--- config.mk ---
export PLATFORM = sky130hd
export DESIGN_NAME = memory_access_flat
export DESIGN_NICKNAME = d
export VERILOG_FILES = /design/src/rtl/core_pkg.sv /design/src/rtl/memory_access_if.sv /design/src/rtl/load_align.sv /design/src/rtl/memory_access.sv /design/src/flat_wrapper.sv
export SDC_FILE = /design/constraint.sdc
export NUM_CORES = 1
export LEC_CHECK = 0
export ABC_AREA = 1
export BUFFER_PORTS_ARGS = -buffer_cell sky130_fd_sc_hd__buf_2
export CORE_ASPECT_RATIO = 1.1
export CORE_MARGIN = 5
export CORE_UTILIZATION = 53
export CTS_BUF_LIST = sky130_fd_sc_hd__clkbuf_8
export DETAILED_ROUTE_END_ITERATION = 10
export GPL_TIMING_DRIVEN = 1
export PLACE_DENSITY = 0.95
export SYNTH_ARGS = -nofsm -noshare
export SYNTH_HDL_FRONTEND = slang
export SYNTH_SLANG_ARGS = --single-unit
--- constraint.sdc ---
create_clock -name clk -period 4.45 [get_ports clk]
set_input_delay 0.89 -clock clk [delete_from_list [all_inputs] [get_ports clk]]
set_output_delay 0.89 -clock clk [all_outputs]
set_load 0.03 [all_outputs]
--- src/rtl/core_pkg.sv ---
// Shared definitions for the memory-access stage: opcodes, funct3 codes, FSM state enum.
// Access size is derived here so store and load paths agree on byte/half/word decoding.
package core_pkg;

  localparam logic [6:0] OP_LOAD  = 7'b0000011;
  localparam logic [6:0] OP_STORE = 7'b0100011;

  localparam logic [2:0] F3_B  = 3'b000;
  localparam logic [2:0] F3_H  = 3'b001;
  localparam logic [2:0] F3_W  = 3'b010;
  localparam logic [2:0] F3_BU = 3'b100;
  localparam logic [2:0] F3_HU = 3'b101;

  typedef enum logic [1:0] {IDLE, REQ, WAIT, DONE} ma_state_t;

  typedef enum logic [1:0] {SZ_BYTE, SZ_HALF, SZ_WORD} acc_size_t;

  // Unsigned byte/half codes exist only for loads; for stores they fall to word.
  function automatic acc_size_t access_size(input logic is_store, input logic [2:0] f3);
    if (f3 == F3_B || (!is_store && f3 == F3_BU)) return SZ_BYTE;
    if (f3 == F3_H || (!is_store && f3 == F3_HU)) return SZ_HALF;
    return SZ_WORD;
  endfunction

endpackage

--- src/rtl/memory_access_if.sv ---
// Data-cache request/response bundle between the memory-access stage (master) and the cache (slave).
interface memory_access_if;
  logic        dcache_req;
  logic        dcache_ready;
  logic        dcache_we;
  logic [31:0] dcache_addr;
  logic [31:0] dcache_wdata;
  logic [3:0]  dcache_be;
  logic        dcache_rvalid;
  logic [31:0] dcache_rdata;

  modport master (
    output dcache_req, dcache_we, dcache_addr, dcache_wdata, dcache_be,
    input  dcache_ready, dcache_rvalid, dcache_rdata
  );

  modport slave (
    input  dcache_req, dcache_we, dcache_addr, dcache_wdata, dcache_be,
    output dcache_ready, dcache_rvalid, dcache_rdata
  );
endinterface

--- src/rtl/load_align.sv ---
// Combinational load formatter: picks the addressed byte/half from the raw word and extends it.
module load_align
  import core_pkg::*;
(
  input  logic [31:0] rdata,
  input  logic [1:0]  addr,
  input  logic [2:0]  funct3,
  output logic [31:0] result
);

  logic [7:0]  sel_b;
  logic [15:0] sel_h;

  always_comb begin
    sel_b  = rdata[{addr, 3'b000} +: 8];
    sel_h  = addr[1] ? rdata[31:16] : rdata[15:0];
    result = rdata;
    case (funct3)
      F3_B:    result = {{24{sel_b[7]}}, sel_b};
      F3_H:    result = {{16{sel_h[15]}}, sel_h};
      F3_BU:   result = {24'b0, sel_b};
      F3_HU:   result = {16'b0, sel_h};
      F3_W:    result = rdata;
      default: result = rdata;
    endcase
  end

endmodule

--- src/rtl/memory_access.sv ---
// Memory-access pipeline stage: issues one data-cache request per load/store and formats load data.
// Optional macro MISALIGN_TRAP_EN adds a misalign output and skips misaligned half/word accesses.
module memory_access
  import core_pkg::*;
(
  input  logic            clk,
  input  logic            rst_n,
  input  logic            start,
  input  logic [6:0]      opcode,
  input  logic [2:0]      funct3,
  input  logic [31:0]     alu_out,
  input  logic [31:0]     rs2_data,
  memory_access_if.master dcache,
  output logic [31:0]     dcache_out,
  output logic            done,
  output logic            busy
`ifdef MISALIGN_TRAP_EN
  ,
  output logic            misalign
`endif
);

  ma_state_t   state;
  logic        is_load_q;
  logic [2:0]  funct3_q;
  logic [1:0]  addr_lo_q;
  logic [31:0] load_result;

  logic        is_store;
  logic        is_mem;
  logic        mis;
  acc_size_t   size;
  logic [3:0]  be_next;
  logic [31:0] wdata_next;

  always_comb begin
    is_store = (opcode == OP_STORE);
    is_mem   = (opcode == OP_LOAD) || is_store;
    size     = access_size(is_store, funct3);
    mis      = 1'b0;
`ifdef MISALIGN_TRAP_EN
    mis = is_mem && ((size == SZ_HALF && alu_out[0]) ||
                     (size == SZ_WORD && alu_out[1:0] != 2'b00));
`endif
    case (size)
      SZ_BYTE: begin
        be_next    = 4'b0001 << alu_out[1:0];
        wdata_next = {4{rs2_data[7:0]}};
      end
      SZ_HALF: begin
        be_next    = alu_out[1] ? 4'b1100 : 4'b0011;
        wdata_next = {2{rs2_data[15:0]}};
      end
      default: begin
        be_next    = '1;
        wdata_next = rs2_data;
      end
    endcase
  end

  load_align u_load_align (
    .rdata  (dcache.dcache_rdata),
    .addr   (addr_lo_q),
    .funct3 (funct3_q),
    .result (load_result)
  );

  always_ff @(posedge clk) begin
    if (!rst_n) begin
      state               <= IDLE;
      is_load_q           <= 1'b0;
      funct3_q            <= '0;
      addr_lo_q           <= '0;
      dcache.dcache_req   <= 1'b0;
      dcache.dcache_we    <= 1'b0;
      dcache.dcache_addr  <= '0;
      dcache.dcache_wdata <= '0;
      dcache.dcache_be    <= '0;
      dcache_out          <= '0;
      done                <= 1'b0;
      busy                <= 1'b0;
`ifdef MISALIGN_TRAP_EN
      misalign            <= 1'b0;
`endif
    end else begin
      done <= 1'b0;
      case (state)
        IDLE: begin
          if (start) begin
            busy      <= 1'b1;
            is_load_q <= (opcode == OP_LOAD);
            funct3_q  <= funct3;
            addr_lo_q <= alu_out[1:0];
            // Non-memory ops and trapped misaligned accesses finish without touching the cache.
            if (is_mem && !mis) begin
              state               <= REQ;
              dcache.dcache_req   <= 1'b1;
              dcache.dcache_we    <= is_store;
              dcache.dcache_addr  <= {alu_out[31:2], 2'b00};
              dcache.dcache_be    <= be_next;
              dcache.dcache_wdata <= wdata_next;
            end else begin
              state      <= DONE;
              done       <= 1'b1;
              dcache_out <= '0;
            end
`ifdef MISALIGN_TRAP_EN
            misalign <= mis;
`endif
          end
        end
        REQ: begin
          if (dcache.dcache_ready) begin
            state             <= WAIT;
            dcache.dcache_req <= 1'b0;
          end
        end
        WAIT: begin
          if (dcache.dcache_rvalid) begin
            state      <= DONE;
            done       <= 1'b1;
            dcache_out <= is_load_q ? load_result : '0;
          end
        end
        DONE: begin
          state <= IDLE;
          busy  <= 1'b0;
`ifdef MISALIGN_TRAP_EN
          misalign <= 1'b0;
`endif
        end
        default: state <= IDLE;
      endcase
    end
  end

endmodule

--- src/flat_wrapper.sv ---
// flat-port wrapper written by rule: the top's interface ports become plain ports
module memory_access_flat import core_pkg::*;
  (clk, rst_n, start, opcode, funct3, alu_out, rs2_data, dcache_out, done, busy, dcache_dcache_req, dcache_dcache_we, dcache_dcache_addr, dcache_dcache_wdata, dcache_dcache_be, dcache_dcache_ready, dcache_dcache_rvalid, dcache_dcache_rdata);
  memory_access_if dcache_i ();
  input  logic clk;
  input  logic rst_n;
  input  logic start;
  input  logic [6:0] opcode;
  input  logic [2:0] funct3;
  input  logic [31:0] alu_out;
  input  logic [31:0] rs2_data;
  output logic [31:0] dcache_out;
  output logic done;
  output logic busy;
  output wire logic [$bits(dcache_i.dcache_req)-1:0] dcache_dcache_req;
  output wire logic [$bits(dcache_i.dcache_we)-1:0] dcache_dcache_we;
  output wire logic [$bits(dcache_i.dcache_addr)-1:0] dcache_dcache_addr;
  output wire logic [$bits(dcache_i.dcache_wdata)-1:0] dcache_dcache_wdata;
  output wire logic [$bits(dcache_i.dcache_be)-1:0] dcache_dcache_be;
  input wire logic [$bits(dcache_i.dcache_ready)-1:0] dcache_dcache_ready;
  input wire logic [$bits(dcache_i.dcache_rvalid)-1:0] dcache_dcache_rvalid;
  input wire logic [$bits(dcache_i.dcache_rdata)-1:0] dcache_dcache_rdata;
  assign dcache_dcache_req = dcache_i.dcache_req;
  assign dcache_dcache_we = dcache_i.dcache_we;
  assign dcache_dcache_addr = dcache_i.dcache_addr;
  assign dcache_dcache_wdata = dcache_i.dcache_wdata;
  assign dcache_dcache_be = dcache_i.dcache_be;
  assign dcache_i.dcache_ready = dcache_dcache_ready;
  assign dcache_i.dcache_rvalid = dcache_dcache_rvalid;
  assign dcache_i.dcache_rdata = dcache_dcache_rdata;
  memory_access u_core (.clk(clk), .rst_n(rst_n), .start(start), .opcode(opcode), .funct3(funct3), .alu_out(alu_out), .rs2_data(rs2_data), .dcache(dcache_i), .dcache_out(dcache_out), .done(done), .busy(busy));
endmodule
== Word-level counts from Yosys, hierarchy flattened ==
Index checks and enable logic that the tools add are counted.
Word-level totals
  bits in registers: 110
  logic and storage cells: 82
  output and inout bits: 104
  bits of input ports: 111
Operators by class
  shift-type cells: 2
  reductions and logical operators: 19
  equality and inequality tests: 17
  muxes and demuxes: 32
Operator list (count)
  $mux 32: 4
  $pmux 32 s2: 2
  $pmux 32 s4: 1
  $shiftx 32x6->8: 1
  $mux 16: 1
  $mux 2: 8
  $eq 3x3->1 const B: 4
  $mux 1: 10
  $ne 2x2->1 const B: 4
  $pmux 2 s4: 1
  $pmux 4 s2: 1
  $reduce_and 4->1: 2
  $eq 7x2->1 const B: 1
  $eq 7x6->1 const B: 1
  $eq 3x1->1 const B: 2
  $logic_not 3->1: 2
  $pmux 1 s2: 3
  $reduce_and 3->1: 2
  $reduce_bool 2->1: 3
  $eq 2x1->1 const B: 2
  $eq 2x2->1 const B: 2
  $logic_not 2->1: 2
  $mux 4: 1
  $reduce_and 2->1: 2
  other kinds (5): 8

== Longest topological paths before layout ==
  depth in word-level cells: 10
  depth in mapped cells: 10
  depth with buffers taken out: 9

== Cells and area by module ==
A second synthesis with hierarchy kept.
Second synthesis, totals
  cells, all modules: 892
  area total of the unflattened synthesis: 5789.3 sq um
By module, submodules not included
  memory_access: cells an instance 698, area each 4734.5 sq um, sequential area each 2202.1 sq um, times used 1
  load_align: cells an instance 194, area each 1054.8 sq um, sequential area each 0.0 sq um, times used 1

== Least setup slack after synthesis ==
No wires, ideal clock.
  path kind: input -> register
  start point: in opcode[6]
  end point: reg u_core.dcache_out[25]
  buffers on the path: 1
  path slack: 2.459 ns
  library setup time: 0.120 ns
  data arrival time: 1.871 ns
  stages on the path: 7
  cell sequence: nor2_1 nand4_1 nand2_4 inv_4 buf_6 o21ai_0 a21oi_1
On the way
  longest elaborated chain between the ends: 4
RTL lines
  start, declared: RTL line flat_wrapper.sv:8  | input logic [6:0] opcode;
  $eq 7x2->1 or $eq 7x6->1 (tied branches): RTL line memory_access.sv:38, memory_access.sv:37
  $logic_or 1x1->1 (*): RTL line memory_access.sv:38  | is_mem = (opcode == OP_LOAD) || is_store;
  $ne 2x2->1 (no source line) (*)
  $reduce_and 4->1 (no source line) (*)
  end signal, assigned: RTL line memory_access.sv:122  | dcache_out <= is_load_q ? load_result : '0;
  end, declared: RTL line memory_access.sv:14  | output logic [31:0] dcache_out,
Every way passes the cells marked *; elsewhere a longest branch is shown, timed or not.
A chain may end at the register's enable or synchronous reset.

== Final worst setup path ==
  start point: in opcode[2]
  end point: reg u_core.dcache.dcache_wdata[20]
On the way
  longest elaborated chain between the ends: 10
RTL lines
  $eq 7x6->1: RTL line memory_access.sv:37  | is_store = (opcode == OP_STORE);
  $logic_not 1->1: RTL line core_pkg.sv:20, core_pkg.sv:21
  $logic_and 1x1->1: RTL line core_pkg.sv:21  | if (f3 == F3_H || (!is_store && f3 == F3_HU)) return SZ_HALF;
  $logic_or 1x1->1: RTL line core_pkg.sv:21
  $mux 1 (2 in a row): RTL line core_pkg.sv:21
  $mux 2: RTL line core_pkg.sv:22  | return SZ_WORD;
  $mux 2: RTL line core_pkg.sv:21
  $eq 2x1->1 or $logic_not 2->1 (tied branches): RTL line memory_access.sv:45  | case (size)
  $pmux 32 s2: RTL line memory_access.sv:45
  end signal, assigned: RTL line memory_access.sv:101  | dcache.dcache_wdata <= wdata_next;
  end, declared: RTL line memory_access_if.sv:13  | output dcache_req, dcache_we, dcache_addr, dcache_wdata, dcache_be,
Parallel ways exist; a longest one is shown, timed or not. The select of a mux whose other input is x is not followed.

==> results.yml <==
clocking:
  cts-resized-gates: 0
  cts_tree: "yes"
  post_cts_buffers: 0
  root_buffer: "clkbuf_8"
  cts_max_level: 3
  worst_skew_pair.late_latency_ns: 0.37
  cts_max_path_buffers: 2
  numCtsBuffers: 9
  ctsHoldBuffers: 0
  clock_sinks: 110
  clkSlewWorstSetupHoldPaths_ns: 0.11
sta:
  max_freq_mhz: 346
  hold_ws_ns: 0.470
  period_share_pct: 65.0
  final.setup.tns_ns: 0
  fin_crit_ns: 2.89
  setup_ws_ns: 1.56
  final-hold-violation-count: 0
  fin_skew_ns: 0.0167
  maxSlewViolCount: 0
  worstMarginPinSlew_ns: 1.00
  setup-violations-final: 0
  rsz0062_at_grt: "false"
  relSlewSlack_pct: 33.2
detailed_routing:
  drtIter0Drc: 351
  via_per_inst: 5.37
  wirelength_um: 15800
  via_count: 5479
  drc_errors: 0
  drt_first_pass_iters: 5
  ant_nets: 0
  routedWlPerCell_um: 15.4
synthesis:
  yosysWarnings: 0
  netlist.area_leader.share_pct: 44.0
  netlist_area_um2: 5000
  synth_area_per_cell_um2: 7.00
  ys_seq_elements: 110
  syn_inst: 715
  ys_top_cells_by_area: "dfxtp_1, a21oi_1, o21ai_0"
  ys_types: 27
  seq_area_frac_synth_pct: 44.0
  synth.largest_area_cell: "dfxtp_1"
floorplan:
  die_h_um: 112
  core-area_um2: 9310
  die_area_um2: 11500
  start_util_pct: 53.8
  ios: 215
  rows: 37
  die_x_um: 103
power_and_ir_drop:
  pwr-share-comb_pct: 33.5
  seq_power_share_pct: 44.7
  p_sw_w: 0.00105
  power.share.switching_pct: 40.4
  p_per_area_nw_per_um2: 421
  clkPwrFrac_pct: 21.8
  finalPower_w: 0.00261
  internal-power_w: 0.00155
  ir_worst_vdd_uv: 223
  p_leak_nw: 3.25
placed_design:
  place_inst: 1002
  numPortBuffers: 212
  dpl.hpwl_um: 11500
  place_ws_ns: 1.29
  gp_congestion: 0.892
run_status:
  status: "finished, final reports clean"
finish:
  syn2layout_area_growth_pct: 23.6
  layout_commonest_cell: "buf_2"
  layout.cells.most_common_list: "buf_2, nor2_1, dfxtp_1"
  drive_above_1_share_pct: 26.7
  layoutNonFillerInstCount: 1020
  nets: 1011
worst_setup_path:
  worstPathArrival_ns: 3.22
  cp-start-kind: "primary input"
  path_buf_inv: 2
  cp_slowest_stage_delay_ns: 0.94
  crit_slowest_cell: "nand2_1"
  cp.required_ns: 4.78
  critPathKind: "in -> reg"
  crit_chain: "buf_2 > nor2_1 > nand4_1 > nand2_1 > a21oi_1 > o21ai_0 > nand2_1 > inv_1"
  crit_fanout: 30
  crit_family: "simple AND/OR/NAND/NOR gates"
  critPathCaptureType: "flop"
  cp_common_cell: "nand2_1"
grt:
  grt_pass1_vias: 5257
  antenna_found_initial: 2
  grt-ovfl-total: 0
  grt_max_degree: 81
  grt_usage_pct: 26.3
  grt_pass1_wl_um: 24300
min_path:
  min_path_type: "reg -> reg"
job:
  cap_violations: 0
layer usage:
layer  GRT usage (%)  vias to the layer above  routed length (um)
met2            41.6                      273                7350
met3            8.52                       55                1630
met5               0                        -                   0
met4            13.6                        0                 680
met1            31.4                     2463                6090
li1                -                     2688                   -
worst paths after layout:
kind                               from                              to  slack (ns)  cells after the start
setup / recovery              opcode[2]  u_core.dcache.dcache_wdata[20]        1.56                      8
hold / removal    u_core.dcache_out[13]           u_core.dcache_out[13]        0.47                      2
setup reg to reg        u_core.state[0]  u_core.dcache.dcache_wdata[20]        2.06                      9
hold reg to reg   u_core.dcache_out[13]           u_core.dcache_out[13]        0.47                      2
worst min-delay path: cells and delay by family, from the launching register on:
family	cells	cell delay (ns)
AO/OA/AOI/OAI	1	0.05
flip-flops	1	0.33
AND/OR/NAND/NOR	1	0.06
state kept, by name (all words and copies together) (netlist names):
signal                      cells
u_core.state                    2
u_core.dcache.dcache_be         4
u_core.funct3_q                 3
u_core.dcache.dcache_we         1
u_core.busy                     1
u_core.dcache.dcache_req        1
u_core.addr_lo_q                2
u_core.is_load_q                1
u_core.dcache_out              32
u_core.dcache.dcache_wdata     32
u_core.dcache.dcache_addr      30
u_core.done                     1
final cells by class:
class / count / area, um2
Sequential cell: 110 / 2200
Clock buffer: 9 / 124
Multi-Input combinational cell: 494 / 2320
Fill cell: 810 / 3120
Timing Repair Buffer: 214 / 1080
Antenna cell: 2 / 5.00
Inverter: 67 / 254
Tap cell: 117 / 146
Clock inverter: 7 / 53.8
power by group through the flow:
| stage | Sequential (W) | Clock [W] | Combinational (W) |
|---|---|---|---|
| global placement | 0.00118 | 0 | 0.000854 |
| finish | 0.00116 | 0.000569 | 0.000872 |
| floorplan | 0.00131 | 0 | 0.000552 |
| detailed placement | 0.00118 | 0 | 0.000870 |
| global route | 0.00118 | 0.000611 | 0.000970 |
| CTS | 0.00116 | 0.000575 | 0.000871 |
synth_stat cells (all sizes together):
library cell  count
buf              19
nor3              4
o211ai           18
clkbuf           26
o211a             2
ha                4
o21ai           102
nand3            21
and2              1
nand3b            1
nand4             3
a211oi            1
nor2            120
dfxtp           110
or2               1
nand2           110
a21oi           104
conb              1
inv              67
stage by stage:
step	area, um2	utilization, %
final	6180	66.5
after global routing	6180	66.5
after CTS	6180	66.4
after detailed placement	6000	64.5
after global placement	6000	64.5
after floorplan	5010	-
logic make-up after synthesis:
group | synth area share (%)
adders and majority gates | 1.00
AOI/OAI and AO/OA | 23.9
buffers and inverters | 9.65
and+or+nand+nor | 21.4
DFF | 44.0
other | 0.0749
No activity file was read; power rests on OpenSTA's default activity.
